## config.mk

```make
export PLATFORM = sky130hd
export DESIGN_NAME = fir_ctrl
export DESIGN_NICKNAME = d
export VERILOG_FILES = /design/src/rtl/fir_ctrl.sv
export SDC_FILE = /design/constraint.sdc
export NUM_CORES = 1
export LEC_CHECK = 0
export CAP_MARGIN = 40
export CORE_ASPECT_RATIO = 1.2
export CORE_MARGIN = 2
export CORE_UTILIZATION = 47
export CTS_CLUSTER_SIZE = 25
export DETAILED_ROUTE_END_ITERATION = 16
export PLACE_DENSITY = 0.74
export SYNTH_ARGS = -nofsm -noshare
export SYNTH_HDL_FRONTEND = slang
export SYNTH_SLANG_ARGS = --single-unit
```

## constraint.sdc

```tcl
create_clock -name clk -period 2.85 [get_ports clk]
set_input_delay 0.57 -clock clk [delete_from_list [all_inputs] [get_ports clk]]
set_output_delay 0.57 -clock clk [all_outputs]
set_load 0.01 [all_outputs]
```

## src/rtl/fir_ctrl.sv

```systemverilog
// ---------------------------------------------------------------------------
// fir_ctrl
//
// Sequencer between a streaming sample source/sink and an N-tap fir datapath.
//  - Keeps a shadow coefficient bank (written any time) and an active bank
//    (driven to the fir). A commit copies shadow->active and pulses fir_load.
//  - Sends samples to the fir one at a time as isolated fir_valid_in pulses.
//    A fixed idle gap follows every result.
//  - Stores each fir result in a 2-entry output FIFO.
//  - Handles a fir that never answers: times out, holds fir_rst for two
//    cycles, then forces a reload of the active bank.
//
// Ports
//  clk, rst            clock (rising edge) / asynchronous active-low reset
//  cfg_we/addr/wdata   shadow coefficient write; addr >= N_TAPS is ignored
//  cfg_commit          request shadow->active copy and fir reload
//  busy                FSM not idle, or a commit is pending
//  s_valid/s_ready     input sample handshake, s_data = sample
//  m_valid/m_ready     output handshake, m_data = FIFO head
//  fir_rst             active-high reset to the fir
//  fir_load            one-cycle coefficient load strobe
//  fir_coeff           active bank, tap i at [DW*i +: DW]
//  fir_valid_in        one-cycle sample strobe, fir_signal_in = sample
//  fir_valid_out       fir result strobe, fir_signal_out = result
//  err_timeout         sticky timeout flag, cleared only by reset
//  sample_cnt          number of results pushed to the FIFO (wraps)
// ---------------------------------------------------------------------------
module fir_ctrl #(
    parameter int N_TAPS  = 6,
    parameter int DW      = 16,
    parameter int GAP     = 4,
    parameter int TIMEOUT = 32,
    localparam int AW     = (N_TAPS > 1) ? $clog2(N_TAPS) : 1
) (
    input  logic                 clk,
    input  logic                 rst,
    input  logic                 cfg_we,
    input  logic [AW-1:0]        cfg_addr,
    input  logic [DW-1:0]        cfg_wdata,
    input  logic                 cfg_commit,
    output logic                 busy,
    input  logic                 s_valid,
    output logic                 s_ready,
    input  logic [DW-1:0]        s_data,
    output logic                 m_valid,
    input  logic                 m_ready,
    output logic [DW-1:0]        m_data,
    output logic                 fir_rst,
    output logic                 fir_load,
    output logic [N_TAPS*DW-1:0] fir_coeff,
    output logic                 fir_valid_in,
    output logic [DW-1:0]        fir_signal_in,
    input  logic                 fir_valid_out,
    input  logic [DW-1:0]        fir_signal_out,
    output logic                 err_timeout,
    output logic [15:0]          sample_cnt
);

    // One shared cycle counter serves WAIT, GAP and RECOVER; it restarts
    // from zero on every state change.
    localparam int CNT_MAX = (TIMEOUT > GAP) ? TIMEOUT : GAP;
    localparam int CW      = $clog2(CNT_MAX) + 1;

    typedef enum logic [2:0] {
        S_IDLE,
        S_LOAD_COPY,
        S_LOAD_PULSE,
        S_ISSUE,
        S_WAIT,
        S_GAP,
        S_RECOVER
    } state_t;

    state_t                state_q, state_d;
    logic [CW-1:0]         cnt_q;
    logic                  rst_hold_q;
    logic                  pending_q;
    logic                  err_q;
    logic [DW-1:0]         shadow_q [N_TAPS];
    logic [DW-1:0]         shadow_d [N_TAPS];
    logic [N_TAPS*DW-1:0]  active_q;
    logic [DW-1:0]         sample_q;
    logic [DW-1:0]         fifo_mem_q [2];
    logic                  wr_ptr_q, rd_ptr_q;
    logic [1:0]            fifo_cnt_q;
    logic [15:0]           sample_cnt_q;

    logic addr_ok, accept, push, pop, timeout_hit, recover_done, gap_done;

    // ---------------------------------------------------------------------
    // Handshake and event decode
    // ---------------------------------------------------------------------
    assign addr_ok = (int'(cfg_addr) < N_TAPS);

    // rst_hold_q keeps s_ready low through reset and the first cycle after it.
    assign s_ready = ~rst_hold_q & (state_q == S_IDLE) & ~pending_q &
                     (fifo_cnt_q != 2'd2);
    assign accept  = s_valid & s_ready;

    // fir_valid_out is only meaningful while a sample is in flight.
    assign push         = (state_q == S_WAIT) & fir_valid_out;
    assign pop          = m_valid & m_ready;
    assign timeout_hit  = (state_q == S_WAIT) & ~fir_valid_out &
                          (cnt_q == CW'(TIMEOUT - 1));
    assign gap_done     = (state_q == S_GAP) & (cnt_q == CW'(GAP - 1));
    assign recover_done = (state_q == S_RECOVER) & (cnt_q == CW'(1));

    // ---------------------------------------------------------------------
    // Shadow bank with this cycle's write applied. LOAD_COPY copies this
    // view, so a write in the copy cycle reaches the active bank.
    // ---------------------------------------------------------------------
    always_comb begin
        // NOTE: every signal written in always_comb gets a default first so
        // that no path leaves it unassigned, which would infer a latch.
        shadow_d = shadow_q;
        if (cfg_we && addr_ok) begin
            shadow_d[cfg_addr] = cfg_wdata;
        end
    end

    // ---------------------------------------------------------------------
    // Next-state logic
    // ---------------------------------------------------------------------
    always_comb begin
        state_d = state_q;
        case (state_q)
            S_IDLE: begin
                if (pending_q)   state_d = S_LOAD_COPY;
                else if (accept) state_d = S_ISSUE;
            end
            S_LOAD_COPY:  state_d = S_LOAD_PULSE;
            S_LOAD_PULSE: state_d = S_IDLE;
            S_ISSUE:      state_d = S_WAIT;
            S_WAIT: begin
                if (fir_valid_out)    state_d = S_GAP;
                else if (timeout_hit) state_d = S_RECOVER;
            end
            S_GAP:        if (gap_done)     state_d = S_IDLE;
            S_RECOVER:    if (recover_done) state_d = S_IDLE;
            default:      state_d = S_IDLE;
        endcase
    end

    // ---------------------------------------------------------------------
    // State register, counter and control flags
    // ---------------------------------------------------------------------
    always_ff @(posedge clk or negedge rst) begin
        // NOTE: state registers use non-blocking (<=) so every flop samples
        // the pre-edge values, independent of statement order.
        if (!rst) begin
            state_q    <= S_IDLE;
            cnt_q      <= '0;
            rst_hold_q <= 1'b1;
            pending_q  <= 1'b0;
            err_q      <= 1'b0;
        end else begin
            state_q    <= state_d;
            cnt_q      <= (state_d != state_q) ? '0 : cnt_q + CW'(1);
            rst_hold_q <= 1'b0;
            // A commit arriving while one is already pending (including the
            // copy cycle itself) is merged into that one.
            if (state_q == S_LOAD_COPY)
                pending_q <= 1'b0;
            else if (cfg_commit || recover_done)
                pending_q <= 1'b1;
            if (timeout_hit)
                err_q <= 1'b1;
        end
    end

    // ---------------------------------------------------------------------
    // Coefficient banks and sample register
    // ---------------------------------------------------------------------
    always_ff @(posedge clk or negedge rst) begin
        if (!rst) begin
            for (int i = 0; i < N_TAPS; i++) shadow_q[i] <= '0;
            active_q <= '0;
            sample_q <= '0;
        end else begin
            shadow_q <= shadow_d;
            if (state_q == S_LOAD_COPY) begin
                for (int i = 0; i < N_TAPS; i++) active_q[DW*i +: DW] <= shadow_d[i];
            end
            if (accept)
                sample_q <= s_data;
        end
    end

    // ---------------------------------------------------------------------
    // 2-entry output FIFO and result counter
    // ---------------------------------------------------------------------
    always_ff @(posedge clk or negedge rst) begin
        // NOTE: storage arrays normally skip reset; this one is cleared
        // because its head drives m_data, which must read zero after reset.
        if (!rst) begin
            fifo_mem_q[0] <= '0;
            fifo_mem_q[1] <= '0;
            wr_ptr_q      <= 1'b0;
            rd_ptr_q      <= 1'b0;
            fifo_cnt_q    <= 2'd0;
            sample_cnt_q  <= 16'd0;
        end else begin
            if (push) begin
                fifo_mem_q[wr_ptr_q] <= fir_signal_out;
                wr_ptr_q             <= ~wr_ptr_q;
                sample_cnt_q         <= sample_cnt_q + 16'd1;
            end
            if (pop)
                rd_ptr_q <= ~rd_ptr_q;
            case ({push, pop})
                2'b10:   fifo_cnt_q <= fifo_cnt_q + 2'd1;
                2'b01:   fifo_cnt_q <= fifo_cnt_q - 2'd1;
                default: fifo_cnt_q <= fifo_cnt_q;
            endcase
        end
    end

    // ---------------------------------------------------------------------
    // Outputs (all decoded from registers)
    // ---------------------------------------------------------------------
    assign busy          = (state_q != S_IDLE) | pending_q;
    assign m_valid       = (fifo_cnt_q != 2'd0);
    assign m_data        = fifo_mem_q[rd_ptr_q];
    assign fir_rst       = rst_hold_q | (state_q == S_RECOVER);
    assign fir_load      = (state_q == S_LOAD_PULSE);
    assign fir_coeff     = active_q;
    assign fir_valid_in  = (state_q == S_ISSUE);
    assign fir_signal_in = sample_q;
    assign err_timeout   = err_q;
    assign sample_cnt    = sample_cnt_q;

endmodule

```

[After elaboration in Yosys (flattened, before gate mapping)]
Index checks and enable logic that the tools add are counted.
Operators by class
  mux-type cells: 21
  equality and inequality tests: 13
  $lt $le $gt $ge: 6
  reduce and logical (&&, ||, !) cells: 9
  $add $sub $neg: 4
  bitwise operators: 20
Operators by type and width (count)
  $bwmux W96: 1
  $mux W96: 1
  $mux W16: 5
  $demux W16 S3: 1
  $bwmux W32: 1
  $mux W3: 6
  $pmux W3 S6: 1
  $add A16 B1 Y16 const B: 1
  $demux W16 S1: 1
  $and A1 B1 Y1: 10
  $eq A3 B3 Y1 const B: 3
  $add A6 B1 Y6 const B: 1
  $eq A3 B2 Y1 const B: 2
  $eq A6 B1 Y1 const B: 1
  $eq A6 B2 Y1 const B: 1
  $eq A6 B5 Y1 const B: 1
  $mux W6: 1
  $reduce_bool A2 Y1: 3
  $not A1 Y1: 5
  $ge A2 B2 Y1 const B: 2
  $ge A4 B4 Y1 const B: 1
  $lt A4 B1 Y1 const B: 1
  $not A1 Y2: 2
  $not A3 Y4: 1
  other kinds (16): 20
Storage, ports and cells
  flip-flop bits (word level): 272
  input bits: 58

[Depth between registers and ports, before layout]
  depth after elaboration: 10
  mapped depth: 8
  mapped depth without buffers: 7

[Least setup slack after synthesis]
Ideal clock, no wire load.
  kind: input-to-reg
  start point: in cfg_addr[1]
  end point: reg active_q[22] (netlist: fir_coeff[22])
  data arrival time: 2.203 ns
  cell stages on the path: 5
  required time: 2.725 ns
  path slack: 0.522 ns
  library setup time: 0.125 ns
  cells stage by stage: clkbuf_1 -> nor3_1 -> buf_2 -> mux2_2 -> mux2_2
RTL lines
  start: declaration: line 38  | input logic [AW-1:0] cfg_addr,
  end signal: assignment: line 177  | active_q <= '0;
  end: declaration: line 81  | logic [N_TAPS*DW-1:0] active_q;

[Worst setup path after layout]
  start point: reg state_q[0]
  end point: out s_ready
Between the ends
  longest elaborated chain between the ends: 4
RTL lines
  start: declaration: line 74  | state_t state_q, state_d;
  start signal: assignment: line 157  | state_q <= state_d;
  $logic_not A3 Y1: line 96  | assign s_ready = ~rst_hold_q & (state_q == S_IDLE) & ~pending_q &
  $and A1 B1 Y1 (3 in series): line 96
  end: declaration: line 43  | output logic s_ready,
Every way passes these cells.

==> flow_metrics.env <==
export IMPL_syn_cell_area_um2=10600
export IMPL_dr_wl_met2_mm=10.9
export IMPL_cts_root_buf="clkbuf_16"
export IMPL_grt_usage=0.191
export IMPL_grt_overflow=0
export IMPL_route_detailed_drc=0
export IMPL_met3WireLength_mm=1.47
export IMPL_synth_edf_count=0
export IMPL_numCtsBuffers=27
export IMPL_yosysTopAreaCellShare=0.637
export IMPL_multiInputGateArea_um2=3700
export IMPL_io_buffer_count=208
export IMPL_antenna_found_initial=0
export IMPL_cp_cell_sequence="or4_4 > nor3_1 > clkdlybuf4s50_1"
export IMPL_vdd_drop_max_v=0.000758
export IMPL_placed_area_um2=13200
export IMPL_async_flop_share=1.00
export IMPL_yosysMostFrequentCell="dfrtp_1"
export IMPL_syn_nets=803
export IMPL_p_leak_nw=6.20
export IMPL_clock_sinks=272
export IMPL_drt_first_pass_iters=4
export IMPL_skew_ns=0.0142
export IMPL_finalHoldViolCount=5
export IMPL_design_area_um2=14000
export IMPL_power_density_nw_per_um2=1050
export IMPL_ant_nets=0
export IMPL_cts_resized=0
export IMPL_reg2reg_slack_ns=0.62
export IMPL_cp_start_kind="register"
export IMPL_worst_ep_required_time_ns=2.28
export IMPL_finalMaxSlewViolations=0
export IMPL_placementRows=60
export IMPL_cts_buffer_depth=3
export IMPL_end_kind="primary output"
export IMPL_fin_ws_ns=0.0711
export IMPL_slew_headroom=0.524
export IMPL_clock_latency_ns=0.52
export IMPL_synth_distinct_cells=42
export IMPL_fp_coreArea_um2=22400
export IMPL_slowest_stage="clkdlybuf4s50_1"
export IMPL_start_util=0.476
export IMPL_die_width_um=141
export IMPL_syn2layout_area_growth_pct=31.7
export IMPL_violations="hold timing"
export IMPL_nFillCells=1774
export IMPL_clk_pin_slew_ns=0.06
export IMPL_synth_warnings=0
export IMPL_dpl_hpwl_mm=14.9
export IMPL_hold_slack_ns=-0.0105
export IMPL_cp_data_arrival_time_ns=2.21
export IMPL_cp_max_fo=4
export IMPL_drtIter0Drc=257
export IMPL_worstMarginPinSlew_ns=0.707
export IMPL_wl_mm=22.4
export IMPL_setup_viol=0
export IMPL_top_layer_used="met4"
export IMPL_grt_max_degree=77
export IMPL_dieArea_um2=23900
export IMPL_viasPerCell=5.14
export IMPL_place_gp_congestion=0.769
export IMPL_num_vias=6488
export IMPL_synth_top_cell_by_area="dfrtp_1"
export IMPL_synthTopCellsByCount="271 x dfrtp_1, 215 x mux2_2, 115 x nand2_1, 22 x clkbuf_1, 16 x xnor2_1"
export IMPL_cts_tree="yes"
export IMPL_place_ws_ns=0.328
export IMPL_drive_above_1_share=0.299
export IMPL_grt_pass1_wl_mm=36.2
export IMPL_postSynthAreaPerCell_um2=14.4
export IMPL_diodes=0
export IMPL_seq_area_um2=6810
export IMPL_htreeDepth=1
export IMPL_dieHeight_um=169
export IMPL_nNetsFinal=1030
export IMPL_synth_cells=741
export IMPL_fmaxAchievable_ghz=0.360
export IMPL_ys_seq_elements=272
export IMPL_ctsHoldBuffers=0
export IMPL_grt_pass1_vias=6736
export IMPL_hold_class="in2async"
export IMPL_final_core_util=0.627
export IMPL_io_pins=209
export IMPL_slowest_delay_ns=0.58
export IMPL_synth_area_leaders="dfrtp_1 64%, mux2_2 23%, nand2_1 4.1%, xnor2_1 1.3%, mux2_4 1.3%"
export IMPL_post_cts_buffers=0
export IMPL_drt_met1_wl_mm=9.80
export IMPL_path_buf_inv=1
export IMPL_synth_ff_type="dfrtp_1"
export IMPL_status="finished, violations left"
export IMPL_finalCriticalPeriod_ns=2.78
export IMPL_yosysSeqAreaShare=0.639
export IMPL_maxCapViolations=0
export IMPL_tns_ns=0
export IMPL_period_share=0.975
export IMPL_rsz0062_at_grt="false"
export IMPL_crit_type="reg2out"
export IMPL_route_detailed_wl_per_inst_um=17.8
export IMPL_critPathTopFamily="simple AND/OR/NAND/NOR gates"
==> flip-flops by register name, summed over array words and instances (netlist names) <==
| register | cells |
|---|---|
| err_timeout | 1 |
| cnt_q | 6 |
| fifo_mem_q | 32 |
| pending_q | 1 |
| sample_cnt | 16 |
| fir_signal_in | 16 |
| shadow_q | 96 |
| wr_ptr_q | 1 |
| fifo_cnt_q | 2 |
| rst_hold_q | 1 |
| fir_coeff | 96 |
| state_q | 3 |
| rd_ptr_q | 1 |
==> area by class of cell <==
class / instances / area share
sequential: 272 / 0.485
multi-input combinational: 433 / 0.263
timing repair buffer: 230 / 0.166
clock buffer: 41 / 0.0562
tap: 279 / 0.0249
clock inverter: 3 / 0.00312
inverter: 4 / 0.00107
==> per-layer routing <==
metal / vias to the layer above / global-route usage
met2: 157 / 0.321
met5: - / 0
met1: 3316 / 0.254
met3: 21 / 0.0444
met4: 0 / 0.0409
li1: 2994 / -
==> through the flow <==
| stage | power, mW | std cells | hold WS, ns |
|---|---|---|---|
| after floorplan | 8.60 | 741 | 0.274 |
| after global placement | 11.3 | 1218 | 0.458 |
| after detailed placement | 11.4 | 1218 | 0.461 |
| after CTS | 14.9 | 1262 | 0.0199 |
| after global routing | 15.6 | 1262 | 0.0164 |
| final | 14.7 | 1262 | -0.0105 |
==> power breakdown <==
part           switching [mW]  internal (mW)  total (mW)
registers               0.695           5.26        5.95
logic                    2.16           3.20        5.36
clock network            1.38           1.98        3.36
==> layout by cell type (no fill, tap or decap), types with 4 or more instances in the layout <==
master / instances
mux2_4: 9
nand2_1: 115
nor3b_1: 4
xor2_1: 8
clkdlybuf4s50_1: 207
ha_1: 4
clkbuf_8: 6
clkbuf_1: 8
buf_12: 6
dfrtp_1: 271
nand3_1: 7
clkbuf_16: 27
and3_1: 4
buf_4: 16
nor2_1: 13
mux2_2: 215
xnor2_1: 16
==> path summary, 6_finish.rpt <==
path	startpoint	to	cells after the start
max	state_q[0]	s_ready	3
min	rst	fir_signal_in[15]	1
max reg2reg	state_q[0]	state_q[0]	5
min reg2reg	fir_coeff[61]	fir_coeff[61]	2
max in group asynchronous	rst	fir_coeff[15]	2
min in group clk	fir_coeff[61]	fir_coeff[61]	2
==> kinds of logic after synthesis <==
logic type                 count (synthesis)  share of synthesized area
DFF                                      272                      0.639
AOI/OAI and AO/OA                         11                    0.00928
other                                      1                   0.000352
xor gates and xnor gates                  24                     0.0197
and+or+nand+nor                          169                     0.0717
adders and majority gates                  4                    0.00470
buffers and inverters                     36                     0.0149
muxes                                    224                      0.240
Note: power is estimated with default switching activity, not from simulation.
